$ cat src/rtl/add_pkg.sv
// Shared constants and helpers for the add_pipe skewed-carry adder.
// Holds the op-select encodings and the signed saturation limits for any width.
package add_pkg;

    localparam logic OP_ADD = 1'b0;
    localparam logic OP_SUB = 1'b1;

    localparam int MAX_W = 1024;

    // Largest positive two's-complement value of width w, zero-extended to MAX_W.
    function automatic logic [MAX_W-1:0] sat_pos(input int w);
        return (MAX_W'(1) << (w - 1)) - MAX_W'(1);
    endfunction

    function automatic logic [MAX_W-1:0] sat_neg(input int w);
        return MAX_W'(1) << (w - 1);
    endfunction

endpackage

$ cat src/rtl/add_pipe_stage.sv
// One slice of the skewed adder: adds chunk IDX with the carry from the previous
// slice and forwards the operands, partial result and control one stage on.
module add_pipe_stage
    import add_pkg::*;
#(
    parameter int WIDTH = 32,
    parameter int CHUNK = 8,
    parameter int IDX   = 0
) (
    input  logic             clk,
    input  logic             clr,
    input  logic             adv_i,
    input  logic             valid_i,
    input  logic             carry_i,
    input  logic             sat_i,
    input  logic [WIDTH-1:0] x_i,
    input  logic [WIDTH-1:0] y_i,
    input  logic [WIDTH-1:0] res_i,
    output logic             valid_o,
    output logic             carry_o,
    output logic             sat_o,
    output logic [WIDTH-1:0] x_o,
    output logic [WIDTH-1:0] y_o,
    output logic [WIDTH-1:0] res_o
);

    logic [CHUNK:0]   sum_w;
    logic             carry_d;
    logic [WIDTH-1:0] res_d;

    logic             valid_q;
    logic             carry_q;
    logic             sat_q;
    logic [WIDTH-1:0] x_q;
    logic [WIDTH-1:0] y_q;
    logic [WIDTH-1:0] res_q;

    // NOTE: every variable written here gets a full default first so no latch is inferred.
    always_comb begin
        sum_w   = {1'b0, x_i[IDX*CHUNK +: CHUNK]}
                + {1'b0, y_i[IDX*CHUNK +: CHUNK]}
                + {{CHUNK{1'b0}}, carry_i};
        carry_d = sum_w[CHUNK];
        res_d   = res_i;
        res_d[IDX*CHUNK +: CHUNK] = sum_w[CHUNK-1:0];
    end

    // NOTE: sequential state uses non-blocking assignments so all stages see pre-edge values.
    always_ff @(posedge clk or posedge clr) begin
        if (clr) begin
            valid_q <= 1'b0;
        end else if (adv_i) begin
            valid_q <= valid_i;
        end
    end

    // NOTE: the datapath registers carry no reset; valid_q alone qualifies their contents.
    always_ff @(posedge clk) begin
        if (adv_i) begin
            carry_q <= carry_d;
            sat_q   <= sat_i;
            x_q     <= x_i;
            y_q     <= y_i;
            res_q   <= res_d;
        end
    end

    assign valid_o = valid_q;
    assign carry_o = carry_q;
    assign sat_o   = sat_q;
    assign x_o     = x_q;
    assign y_o     = y_q;
    assign res_o   = res_q;

endmodule

$ cat src/rtl/add_pipe.sv
// Pipelined add/subtract with valid/ready flow control and a skewed carry chain.
// Optional signed saturation is compiled in with macro ADD_PIPE_SAT_EN.
module add_pipe
    import add_pkg::*;
#(
    parameter int WIDTH  = 32,
    parameter int STAGES = 4
) (
    input  logic             clk,
    input  logic             clr,
    input  logic             in_valid,
    output logic             in_ready,
    input  logic [WIDTH-1:0] x,
    input  logic [WIDTH-1:0] y,
    input  logic             c_in,
    input  logic             sub,
    input  logic             sat,
    output logic             out_valid,
    input  logic             out_ready,
    output logic [WIDTH-1:0] s,
    output logic             c_out,
    output logic             ovf,
    output logic             zero
);

    localparam int CHUNK = WIDTH / STAGES;

    logic             adv;
    logic [STAGES:0]  valid_c;
    logic [STAGES:0]  carry_c;
    logic [STAGES:0]  sat_c;
    logic [WIDTH-1:0] x_c   [STAGES+1];
    logic [WIDTH-1:0] y_c   [STAGES+1];
    logic [WIDTH-1:0] res_c [STAGES+1];

    // The whole pipe moves as one; a stalled output freezes every stage, bubbles included.
    assign adv      = out_ready | ~valid_c[STAGES];
    assign in_ready = adv;

    assign valid_c[0] = in_valid;
    assign carry_c[0] = (sub == OP_ADD) ? c_in : 1'b1;
    assign sat_c[0]   = sat;
    assign x_c[0]     = x;
    assign y_c[0]     = (sub == OP_SUB) ? ~y : y;
    assign res_c[0]   = '0;

    for (genvar k = 0; k < STAGES; k++) begin : g_stage
        add_pipe_stage #(
            .WIDTH (WIDTH),
            .CHUNK (CHUNK),
            .IDX   (k)
        ) u_stage (
            .clk     (clk),
            .clr     (clr),
            .adv_i   (adv),
            .valid_i (valid_c[k]),
            .carry_i (carry_c[k]),
            .sat_i   (sat_c[k]),
            .x_i     (x_c[k]),
            .y_i     (y_c[k]),
            .res_i   (res_c[k]),
            .valid_o (valid_c[k+1]),
            .carry_o (carry_c[k+1]),
            .sat_o   (sat_c[k+1]),
            .x_o     (x_c[k+1]),
            .y_o     (y_c[k+1]),
            .res_o   (res_c[k+1])
        );
    end

    logic             x_sign;
    logic             y_sign;
    logic             ovf_w;
    logic [WIDTH-1:0] s_w;
    logic             unused_ops;

    assign x_sign     = x_c[STAGES][WIDTH-1];
    assign y_sign     = y_c[STAGES][WIDTH-1];
    assign unused_ops = ^{x_c[STAGES][WIDTH-2:0], y_c[STAGES][WIDTH-2:0]};

`ifdef ADD_PIPE_SAT_EN
    localparam logic [WIDTH-1:0] SAT_POS = WIDTH'(sat_pos(WIDTH));
    localparam logic [WIDTH-1:0] SAT_NEG = WIDTH'(sat_neg(WIDTH));
`else
    logic unused_sat;
    assign unused_sat = sat_c[STAGES];
`endif

    always_comb begin
        ovf_w = (x_sign == y_sign) && (res_c[STAGES][WIDTH-1] != x_sign);
        s_w   = res_c[STAGES];
`ifdef ADD_PIPE_SAT_EN
        // Both operands negative means the true result fell below the range.
        if (sat_c[STAGES] && ovf_w) begin
            s_w = x_sign ? SAT_NEG : SAT_POS;
        end
`endif
    end

    // Results are gated by out_valid so clr blanks them without waiting for a clock.
    assign out_valid = valid_c[STAGES];
    assign s         = out_valid ? s_w : '0;
    assign c_out     = out_valid & carry_c[STAGES];
    assign ovf       = out_valid & ovf_w;
    assign zero      = out_valid & (s_w == '0);

endmodule

$ cat config.mk
export PLATFORM = sky130hd
export DESIGN_NAME = add_pipe
export DESIGN_NICKNAME = d
export VERILOG_FILES = /design/src/rtl/add_pkg.sv /design/src/rtl/add_pipe_stage.sv /design/src/rtl/add_pipe.sv
export SDC_FILE = /design/constraint.sdc
export NUM_CORES = 1
export LEC_CHECK = 0
export CAP_MARGIN = 30
export CORE_UTILIZATION = 50
export DETAILED_ROUTE_END_ITERATION = 7
export GPL_ROUTABILITY_DRIVEN = 0
export PLACE_DENSITY = 0.74
export SYNTH_ARGS = -nofsm -noshare
export SYNTH_HDL_FRONTEND = slang
export SYNTH_SLANG_ARGS = --single-unit
$ cat constraint.sdc
create_clock -name clk -period 12.1 [get_ports clk]
set_clock_uncertainty 0.1 [all_clocks]
set_input_delay 3.025 -clock clk [delete_from_list [all_inputs] [get_ports clk]]
set_output_delay 3.025 -clock clk [all_outputs]
set_load 0.03 [all_outputs]
### Yosys cells after proc, flatten, opt, wreduce, memory -nomap -nowiden

Index checks and enable logic that the tools add are counted.

* flip-flop bits (word level): 344
* input bits: 71
* logic and storage cells: 41

* $add $sub $neg: 8
* eq/ne operators: 2
* multiplexer cells: 3
* bitwise operators: 6
* reductions and logical operators: 2

Operators by type and width (count)
* two-way mux 32 bit: 2
* adder 8 x 8 -> 9 bit: 4
* adder 9 x 1 -> 9 bit: 4
* logical NOT 32 bit: 1
* inverter 32 bit: 1
* bitwise AND 1 bit: 3
* equality test 1 bit: 1
* logical AND 1 bit: 1
* two-way mux 1 bit: 1
* != test 1 bit: 1
* inverter 1 bit: 1
* bitwise OR 1 bit: 1

### Depth between registers and ports, before layout

Gate-level depths: netlist (run 1).

* depth in word-level cells: 4
* mapped depth: 10

### Modules after synthesis

Synthesis (run 1) repeated with hierarchy kept, for this count alone.

* cell total of the unflattened synthesis: 654
* area, all modules: 13874.6 µm²

Modules (own cells, without submodules)
* add_pipe_stage at g_stage[0].u_stage ...: instances 2, cells an instance 143, area an instance 3314.4 µm², seq. area each 2967.8 µm²
* add_pipe_stage at g_stage[2].u_stage ...: instances 2, cells an instance 139, area an instance 3295.7 µm², seq. area each 2967.8 µm²
* add_pipe: instances 1, cells an instance 90, area an instance 654.4 µm², seq. area each 0.0 µm²

### Least setup slack after synthesis (run 1)

Ideal clock, no wire load.

* path kind: input -> output
* from: input out_ready
* to: output in_ready
* arrival time: 7.693 ns
* path slack: 1.282 ns
* stages on the path: 1
* buffers on the path: 0
* cell sequence: nand2b_1

* word-level cells in the longest chain between the ends: 1

Ends and longest elaborated chain
* from (decl): line add_pipe.sv:19 `input logic out_ready,`
* bitwise OR 1 bit: line add_pipe.sv:37 `assign adv = out_ready | ~valid_c[STAGES];`
* to (decl): line add_pipe.sv:12 `output logic in_ready,`

Every way passes these cells.

### Final worst setup path (run 1)

Ends and elaborated chain as after synthesis.

==> metrics, run 1 <==
outcome=finished, final reports clean; final WL=11.3 mm; worst slew pin tran=0.963 ns; slowest cell delay on critical path=0.81 ns; vias in the first global route=3740; grt peak-use layer=met2; Post-CTS Setup Bufs=0; Final Max Slew Viols=0; global route total overflow=0; hold_buf cts=0; Syn-to-layout area delta=26.0%; number of synthesized register bits=186; Layout fillers=1043; R2R Setup Slk=8.58 ns; Max Freq=0.125 GHz; Clock Path Buffers=2; worst skew pair latency=0.42 ns; initial DRC count=252; CTS tree=built; CP startpoint kind=input port; drt wl/cell=15.2 um; LEAKAGE=3.44 nW; Synth top area share=73.6%; clock tree root buffer cell=clkbuf_16; HP Start=g_stage[2].u_stage.res_o[2]$_DFFE_PP_; number of enable flip-flop cells after synthesis=182; DRT antenna net count=0; M1 GR Usage=20.0%; CTS sink count=186; share of the yosys chip area belonging to registers=74.9%; initial cell density of the core=51.1%; CP max FO=54; M3 GR Usage=4.67%; Worst Path Buf+Inv=2; Post-Syn Nets=534; row count=44; Buffers on Ports=106; maxcap violations=0; Synth Instances=427; worst slack, placed=4.06 ns; Arrival @ worst endpoint=4.90 ns; largest net degree at the start of global routing=83; share of cells above drive strength 1=7.68%; H-tree levels=4; Clock Pin Slew Worst Setup and Hold Paths=0.06 ns; Tmin final=8.02 ns; initial antenna violation count=0; Peak VDD IR=0.145 mV; cell with the most instances after synthesis=edfxtp_1; CTS Buf Count=17; most instantiated cells after synthesis=edfxtp_1 (182), xor2_1 (42), and2_1 (34), ha_1 (28), xnor2_1 (14); Finished Core Util=64.4%; post-synth top area cell=edfxtp_1; die area=15300 um2; RSZ-0062 raised after global routing=false; Async S/R FF share, synth=2.15%; most used cell, CP=clkdlybuf4s50_1; DRC=0; fin crit share=66.3%; Data required, critical path=8.97 ns; PwrDens=256 nW/um2; io pins=108; top cell family by delay on the critical path=buffers and inverters; total number of vias=3728; Die Y=124 um; global-route wire length before repair=17.7 mm; Mean Syn Cell Area=17.4 um2; final-report hold violation count=0; r2r startpoint=g_stage[3].u_stage.valid_o$_DFFE_PP0P_; Final #Nets=654; final setup fails=0; core area=14500 um2; Die W=124 um; CP Cell Sequence=clkdlybuf4s50_1 > nand2b_4 > clkdlybuf4s50_1; synth warn=0; synth top area cells=edfxtp_1 (74%), xor2_1 (5.0%), ha_1 (4.7%), and2_1 (2.9%), fa_1 (2.2%); Tot GR Track Use=15.7%; setup tns final=0 ns; Slowest cell on crit path=clkdlybuf4s50_1; met2 usage=25.4%; Finished Layout Cells=744; Hold WC Path Type=reg2reg; CP Class=in2out; post-cts sizing count=0; library cells used by synthesis=38; Post-Place Cells=712; routed vias/inst=5.01; Crit. End Element=output pin; Slew headroom=35.8%; post-DP HPWL=7.61 mm; Main synth FF type=edfxtp_1; ant diodes=0; Power Total=2.40 mW; final worst slack=4.08 ns; drt first pass iters=4; Mapped Area=7430 um2; Worst Setup SP=out_ready
[area by class of cell]
type	instances	area (um2)	share of cell area, %
clock buffer	18	429	4.59
timing repair buffer	108	1070	11.4
tap	184	230	2.46
sequential	186	5570	59.5
inverter	9	33.8	0.361
clock inverter	14	220	2.35
multi-input combinational	225	1810	19.3
[placed cells by master, fill, tap and decap left out, types with 2 or more instances in the layout]
master,instances
clkdlybuf4s50_1,105
bufinv_16,5
o211ai_1,4
clkinv_4,3
dfrtp_1,4
or2_2,3
ha_1,28
xnor2_1,14
buf_4,2
fa_1,8
nand2_1,10
a21o_1,6
nor4_1,8
o21bai_1,3
clkbuf_16,17
xor2_1,42
clkinvlp_4,2
nand3_1,6
a31oi_1,2
nand4_1,3
mux2_2,3
a21oi_2,2
inv_1,9
nand2b_1,2
nor3_1,9
o21ai_0,2
a21oi_1,9
o41ai_1,2
nor2_1,13
and2_1,34
edfxtp_1,182
[path summary, 6_finish.rpt]
| check | endpoint | cells after the start |
|---|---|---|
| min in group asynchronous | g_stage[1].u_stage.valid_o$_DFFE_PP0P_ | 2 |
| min | g_stage[3].u_stage.res_o[2]$_DFFE_PP_ | 0 |
| max in group asynchronous | g_stage[2].u_stage.valid_o$_DFFE_PP0P_ | 2 |
| max | in_ready | 3 |
| min reg2reg | g_stage[3].u_stage.res_o[2]$_DFFE_PP_ | 0 |
| max reg2reg | g_stage[2].u_stage.res_o[0]$_DFFE_PP_ | 3 |
[stage by stage]
stage                     area [um2]  hold slack, ns
final                           9360           0.314
after global placement          8710           0.302
after CTS                       9360           0.318
after floorplan                 7430           0.300
after detailed placement        8710           0.305
after global routing            9360           0.321
[routing by layer]
layer / wire (um) / share of wire [%] / up-vias
li1: - / - / 1840
met1: 5050 / 45 / 1778
met2: 5720 / 51 / 102
met3: 454 / 4.0 / 8
met4: 94 / 0.83 / 0
met5: 0 / 0 / -
[worst reg2reg max path, cell delays in order (launching register included)]
cell and delay, ns:
dfrtp_1 0.73, nand2b_4 0.72, buf_4 0.67, buf_4 0.86
[report_power, final]
group | leakage (nW) | switching (mW) | total, mW | internal (mW)
registers | 1.88 | 0.0916 | 1.12 | 1.03
logic | 1.25 | 0.394 | 0.688 | 0.294
clock network | 0.310 | 0.223 | 0.592 | 0.368
[logic make-up (layout without fill, tap and decap cells)]
group                      count (synthesis)  in the layout  share of synthesized area [%]
DFF                                      186            186                           74.9
adders and majority gates                 36             36                           6.87
muxes                                      3              3                          0.455
xor gates and xnor gates                  56             56                           6.60
buffers and inverters                     16            149                          0.859
and+or+nand+nor                           96             96                           7.16
AOI/OAI and AO/OA                         34             34                           3.12
[registers in the layout (all words and copies together), names as in the netlist]
name and count:
g_stage.u_stage.valid_o 4, g_stage.u_stage.carry_o 4, g_stage.u_stage.res_o 80, g_stage.u_stage.x_o 49, g_stage.u_stage.y_o 49
Note: power is estimated with default switching activity, not from simulation.
==> inputs of run 2 (changes only) <==
--- a/config.mk
+++ b/config.mk
@@ -6,10 +6,10 @@
 export NUM_CORES = 1
 export LEC_CHECK = 0
 export CAP_MARGIN = 30
-export CORE_UTILIZATION = 50
+export CORE_UTILIZATION = 49
 export DETAILED_ROUTE_END_ITERATION = 7
 export GPL_ROUTABILITY_DRIVEN = 0
-export PLACE_DENSITY = 0.74
+export PLACE_DENSITY = 0.76
 export SYNTH_ARGS = -nofsm -noshare
 export SYNTH_HDL_FRONTEND = slang
 export SYNTH_SLANG_ARGS = --single-unit
==> constraint.sdc (replaced) <==
create_clock -name clk -period 7.3 [get_ports clk]
set_clock_uncertainty 0.1 [all_clocks]
set_input_delay 1.825 -clock clk [delete_from_list [all_inputs] [get_ports clk]]
set_output_delay 1.825 -clock clk [all_outputs]
set_load 0.03 [all_outputs]
==> metrics, run 2 (synthesized netlist as in run 1, its figures left out) <==
outcome=complete, but fails checks; violated checks=design-rule violations; drt wl/cell=15.1 um (-0.83%); Hold WC Path Type=reg2reg; HP Start=g_stage[0].u_stage.y_o[30]$_DFFE_PP_; DRC=16 (+16); M3 GR Usage=4.49% (-0.18 points); Hold Crit Depth=0 (unchanged); Syn-to-layout area delta=25.2%; CTS sink count=186 (unchanged); fin crit share=77.2%; most used cell, CP=clkdlybuf4s50_1; R2R Setup Slk=3.83 ns (-4.75 ns); maxcap violations=0 (unchanged); Clock Path Buffers=2 (unchanged); Arrival @ worst endpoint=3.71 ns (-1.19 ns); commonest non-fill, non-tap cell in the layout=edfxtp_1; Worst Path Buf+Inv=2 (unchanged); Post-CTS Setup Bufs=0 (unchanged); final WL=11.2 mm (-0.83%); post-DP HPWL=7.83 mm (+2.8%); Buffers on Ports=106 (unchanged); Peak VDD IR=0.176 mV (+22%); reg2reg end=g_stage[1].u_stage.x_o[23]$_DFFE_PP_; hold_buf cts=0 (unchanged); global route total overflow=0 (unchanged); clock tree root buffer cell=clkbuf_16; Crit. End Element=output pin; CTS tree=built; Tot GR Track Use=15.3% (-0.37 points); Largest register FFs=80 (unchanged); LEAKAGE=3.41 nW (-0.65%); worst skew pair latency=0.42 ns (about the same); io pins=108 (unchanged); vias in the first global route=3692 (-1.3%); grt peak-use layer=met2; worst hold slack=0.315 ns (+0.00132 ns); slowest cell delay on critical path=0.80 ns (about the same); H-tree levels=4 (unchanged); CTS Buf Count=17 (unchanged); final-report hold violation count=0 (unchanged); worst slew pin tran=0.906 ns (-0.0573 ns); initial DRC count=285 (+13%); initial antenna violation count=0 (unchanged); commonest non-fill, non-tap cells in the layout=edfxtp_1 (182), clkdlybuf4s50_1 (105), xor2_1 (42); Final Max Slew Viols=0 (unchanged); Max Freq=0.177 GHz; ant diodes=0 (unchanged); reg2reg path depth=3 (unchanged); top cell family by delay on the critical path=buffers and inverters; final setup fails=0 (unchanged); global-route wire length before repair=18.2 mm (+2.9%); Layout fillers=1009 (-3.3%); routed vias/inst=5.06 (+0.97%); core area=14600 um2 (+0.76%); r2r startpoint=g_stage[3].u_stage.valid_o$_DFFE_PP0P_; Hold Path End=g_stage[1].u_stage.y_o[30]$_DFFE_PP_; post-cts sizing count=0 (unchanged); Data required, critical path=5.38 ns (-3.59 ns); die area=15700 um2 (+2.0%); Final #Nets=654 (unchanged); Die Y=125 um (+1.0%); met2 usage=24.6% (-0.84 points); share of cells above drive strength 1=7.68% (unchanged); CP Class=in2out; initial cell density of the core=50.7% (-0.38 points); CP startpoint kind=input port; Tmin final=5.64 ns; DRT antenna net count=0 (unchanged); PwrDens=419 nW/um2 (+64%); Power Total=3.90 mW (+63%); CP Cell Sequence=clkdlybuf4s50_1 > nand2b_4 > clkdlybuf4s50_1; drt first pass iters=7 (+3); Slew headroom=39.6% (+3.8 points); RSZ-0062 raised after global routing=false; largest net degree at the start of global routing=70 (-16%); Slowest cell on crit path=clkdlybuf4s50_1; CP max FO=58 (+7.4%); row count=44 (unchanged); setup tns final=0 ns (unchanged); Die W=125 um (+1.0%); Clock Pin Slew Worst Setup and Hold Paths=0.07 ns (about the same); total number of vias=3764 (+0.97%); M1 GR Usage=19.5% (-0.41 points)
-- run 2: final cells by class --
| class | instances | area (um2) | share of cell area (%) |
|---|---|---|---|
| sequential | 186 | 5570 | 59.9 |
| clock inverter | 13 | 156 | 1.68 |
| inverter | 9 | 33.8 | 0.363 |
| clock buffer | 19 | 433 | 4.66 |
| tap | 184 | 230 | 2.48 |
| timing repair buffer | 108 | 1070 | 11.5 |
| multi-input combinational | 225 | 1810 | 19.4 |
-- run 2: layer usage --
metal	part of all wire [%]	routed length, um	vias up
li1	-	-	1836
met1	45	5040	1797
met2	49	5460	118
met3	5.4	605	13
met5	0	0	-
met4	1.1	125	0
-- run 2: worst max-delay path by stage --
stage | end | cells past startpoint | start
2_1_floorplan | in_ready | 1 | out_ready
3_3_place_gp | in_ready | 3 | out_ready
3_5_place_dp | in_ready | 3 | out_ready
4_1_cts | in_ready | 3 | out_ready
5_1_grt | in_ready | 3 | out_ready
6_report | in_ready | 3 | out_ready
-- run 2: through the flow --
stage / cells / utilization, % / instance area [um2] / setup slack, ns
2_1_floorplan: 427 / - / 7430 / 1.08
3_3_place_gp: 712 / 59.4 / 8710 / 1.67
3_5_place_dp: 712 / 59.4 / 8710 / 1.65
4_1_cts: 744 / 63.5 / 9300 / 1.65
5_1_grt: 744 / 63.5 / 9300 / 1.58
6_report: 744 / 63.5 / 9300 / 1.66
-- run 2: worst reg2reg max path: stages (launching register included) --
cell	delay, ns
dfrtp_1	0.71
nand2b_4	0.73
buf_4	0.75
buf_4	0.79
-- run 2: power breakdown --
part / switching, mW / internal (mW)
clock network: 0.391 / 0.516
registers: 0.149 / 1.70
logic: 0.656 / 0.485
total: 1.20 / 2.70
==> inputs of run 3 (changes only) <==
==> constraint.sdc (replaced) <==
create_clock -name clk -period 4.8 [get_ports clk]
set_clock_uncertainty 0.1 [all_clocks]
set_input_delay 1.2 -clock clk [delete_from_list [all_inputs] [get_ports clk]]
set_output_delay 1.2 -clock clk [all_outputs]
set_load 0.03 [all_outputs]
==> metrics, run 3 (synthesized netlist as in run 1, its figures left out) <==
global route total overflow=0 (unchanged); die area=15700 um2 (unchanged); LEAKAGE=3.42 nW (+0.32%); DRT antenna net count=0 (unchanged); hold_buf cts=0 (unchanged); CTS sink count=186 (unchanged); Largest register FFs=80 (unchanged); largest net degree at the start of global routing=187 (+170%); PwrDens=638 nW/um2 (+52%); initial DRC count=272 (-4.6%); worst slew pin tran=1.01 ns (+0.102 ns); routed vias/inst=5.04 (-0.40%); Die Y=125 um (unchanged); Crit. End Element=output pin; post-cts sizing count=0 (unchanged); Slew headroom=32.8% (-6.8 points); Tot GR Track Use=15.8% (+0.52 points); Data required, critical path=3.50 ns (-1.88 ns); drt wl/cell=15.6 um (+3.4%); row count=44 (unchanged); DRC=10 (-6); io pins=108 (unchanged); crit path to=in_ready; r2r startpoint=g_stage[2].u_stage.y_o[24]$_DFFE_PP_; Arrival @ worst endpoint=2.48 ns (-1.23 ns); final setup fails=0 (unchanged); clock tree root buffer cell=clkbuf_16; final WL=11.6 mm (+3.6%); Worst Setup SP=out_ready; commonest non-fill, non-tap cells in the layout=edfxtp_1 (182), clkdlybuf4s50_1 (105), xor2_1 (42); Clock Path Buffers=2 (unchanged); CP Class=in2out; reg2reg path depth=7 (+4); CP max FO=2 (-97%); R2R Setup Slk=2.07 ns (-1.76 ns); drt first pass iters=8 (+1); Hold WC Path Type=reg2reg; reg2reg end=g_stage[3].u_stage.carry_o$_DFFE_PP_; Syn-to-layout area delta=25.4%; Pint=4.12 mW (+52%); final-report hold violation count=0 (unchanged); global-route wire length before repair=18.5 mm (+1.7%); Logic pwr share=30.0% (+0.7 points); total number of vias=3754 (-0.27%); Buffers on Ports=106 (unchanged); Clock Pin Slew Worst Setup and Hold Paths=0.07 ns (about the same); initial cell density of the core=50.7% (unchanged); worst slack, placed=0.856 ns (-0.791 ns); Tmin final=3.78 ns; H-tree levels=4 (unchanged); Net Switching=1.83 mW (+53%); outcome=complete, but fails checks; ant diodes=0 (unchanged); CP startpoint kind=input port; Final Max Slew Viols=0 (unchanged); register share of total power=46.9% (-0.6 points); share of cells above drive strength 1=8.02% (+0.34 points); vias in the first global route=3790 (+2.7%); Final #Nets=655 (+0.15%); Clk network pwr share=23.1% (-0.2 points); fin crit share=78.7%; final worst slack=1.02 ns (-0.640 ns); Post-CTS Setup Bufs=0 (unchanged); post-DP HPWL=7.91 mm (+1.0%); switch share=30.8% (+0.076 points); CTS Buf Count=17 (unchanged); maxcap violations=0 (unchanged); CTS tree=built; setup tns final=0 ns (unchanged); commonest non-fill, non-tap cell in the layout=edfxtp_1; RSZ-0062 raised after global routing=false; core area=14600 um2 (unchanged); violated checks=design-rule violations; Die W=125 um (unchanged); Max Freq=0.265 GHz; Peak VDD IR=0.478 mV (+170%); initial antenna violation count=0 (unchanged); worst skew pair latency=0.42 ns (about the same)
==> run 3: cell count changes in the layout (fill, tap and decap cells not counted), sizes merged <==
cell / change
clkinv: +4
clkbuf: -2
inv: -2
buf: +1
==> run 3: metal layers <==
metal / part of all wire, % / wire (um) / track usage, % / vias to the layer above
met5: 0 / 0 / 0 / -
met4: 1.7 / 201 / 7.03 / 0
met2: 50 / 5860 / 26.4 / 109
met3: 5.1 / 598 / 4.66 / 20
li1: - / - / - / 1839
met1: 43 / 4970 / 19.2 / 1786
==> run 3: critical path: stages <==
cell and delay (ns):
clkdlybuf4s50_1 0.46, nand2b_4 0.14, clkdlybuf4s50_1 0.67
==> run 3: final cells by class <==
cell class,instances,area [um2]
clock buffer,17,425
clock inverter,15,163
fill,1068,5330
inverter,9,33.8
multi-input combinational,225,1810
sequential,186,5570
tap,184,230
timing repair buffer,109,1090
==> run 3: worst min-delay path by stage <==
stage | to | depth (start not counted) | startpoint
after floorplan | g_stage[1].u_stage.res_o[0]$_DFFE_PP_ | 0 | g_stage[0].u_stage.res_o[0]$_DFFE_PP_
after global placement | g_stage[1].u_stage.y_o[30]$_DFFE_PP_ | 0 | g_stage[0].u_stage.y_o[30]$_DFFE_PP_
after detailed placement | g_stage[1].u_stage.x_o[26]$_DFFE_PP_ | 0 | g_stage[0].u_stage.x_o[26]$_DFFE_PP_
after CTS | g_stage[1].u_stage.x_o[18]$_DFFE_PP_ | 0 | g_stage[0].u_stage.x_o[18]$_DFFE_PP_
after global routing | g_stage[2].u_stage.y_o[29]$_DFFE_PP_ | 0 | g_stage[1].u_stage.y_o[29]$_DFFE_PP_
final | g_stage[2].u_stage.res_o[1]$_DFFE_PP_ | 0 | g_stage[1].u_stage.res_o[1]$_DFFE_PP_
==> run 3: through the flow <==
step                      util [%]  cells  total power, mW  hold slack, ns  area [um2]
after floorplan                  -    427             3.92           0.300        7430
after global placement        59.6    713             4.51           0.302        8730
after detailed placement      59.6    713             4.61           0.305        8730
after CTS                     63.6    745             5.99           0.315        9310
after global routing          63.6    745             6.24           0.322        9310
final                         63.6    745             5.94           0.314        9310
==> run 3: power by group through the flow <==
stage                     Clock [mW]  Sequential [mW]  Combinational, mW
final                           1.37             2.79               1.78
after detailed placement           0             2.82               1.79
after global placement             0             2.79               1.72
after floorplan                    0             2.77               1.15
after global routing            1.46             2.85               1.93
after CTS                       1.40             2.80               1.80
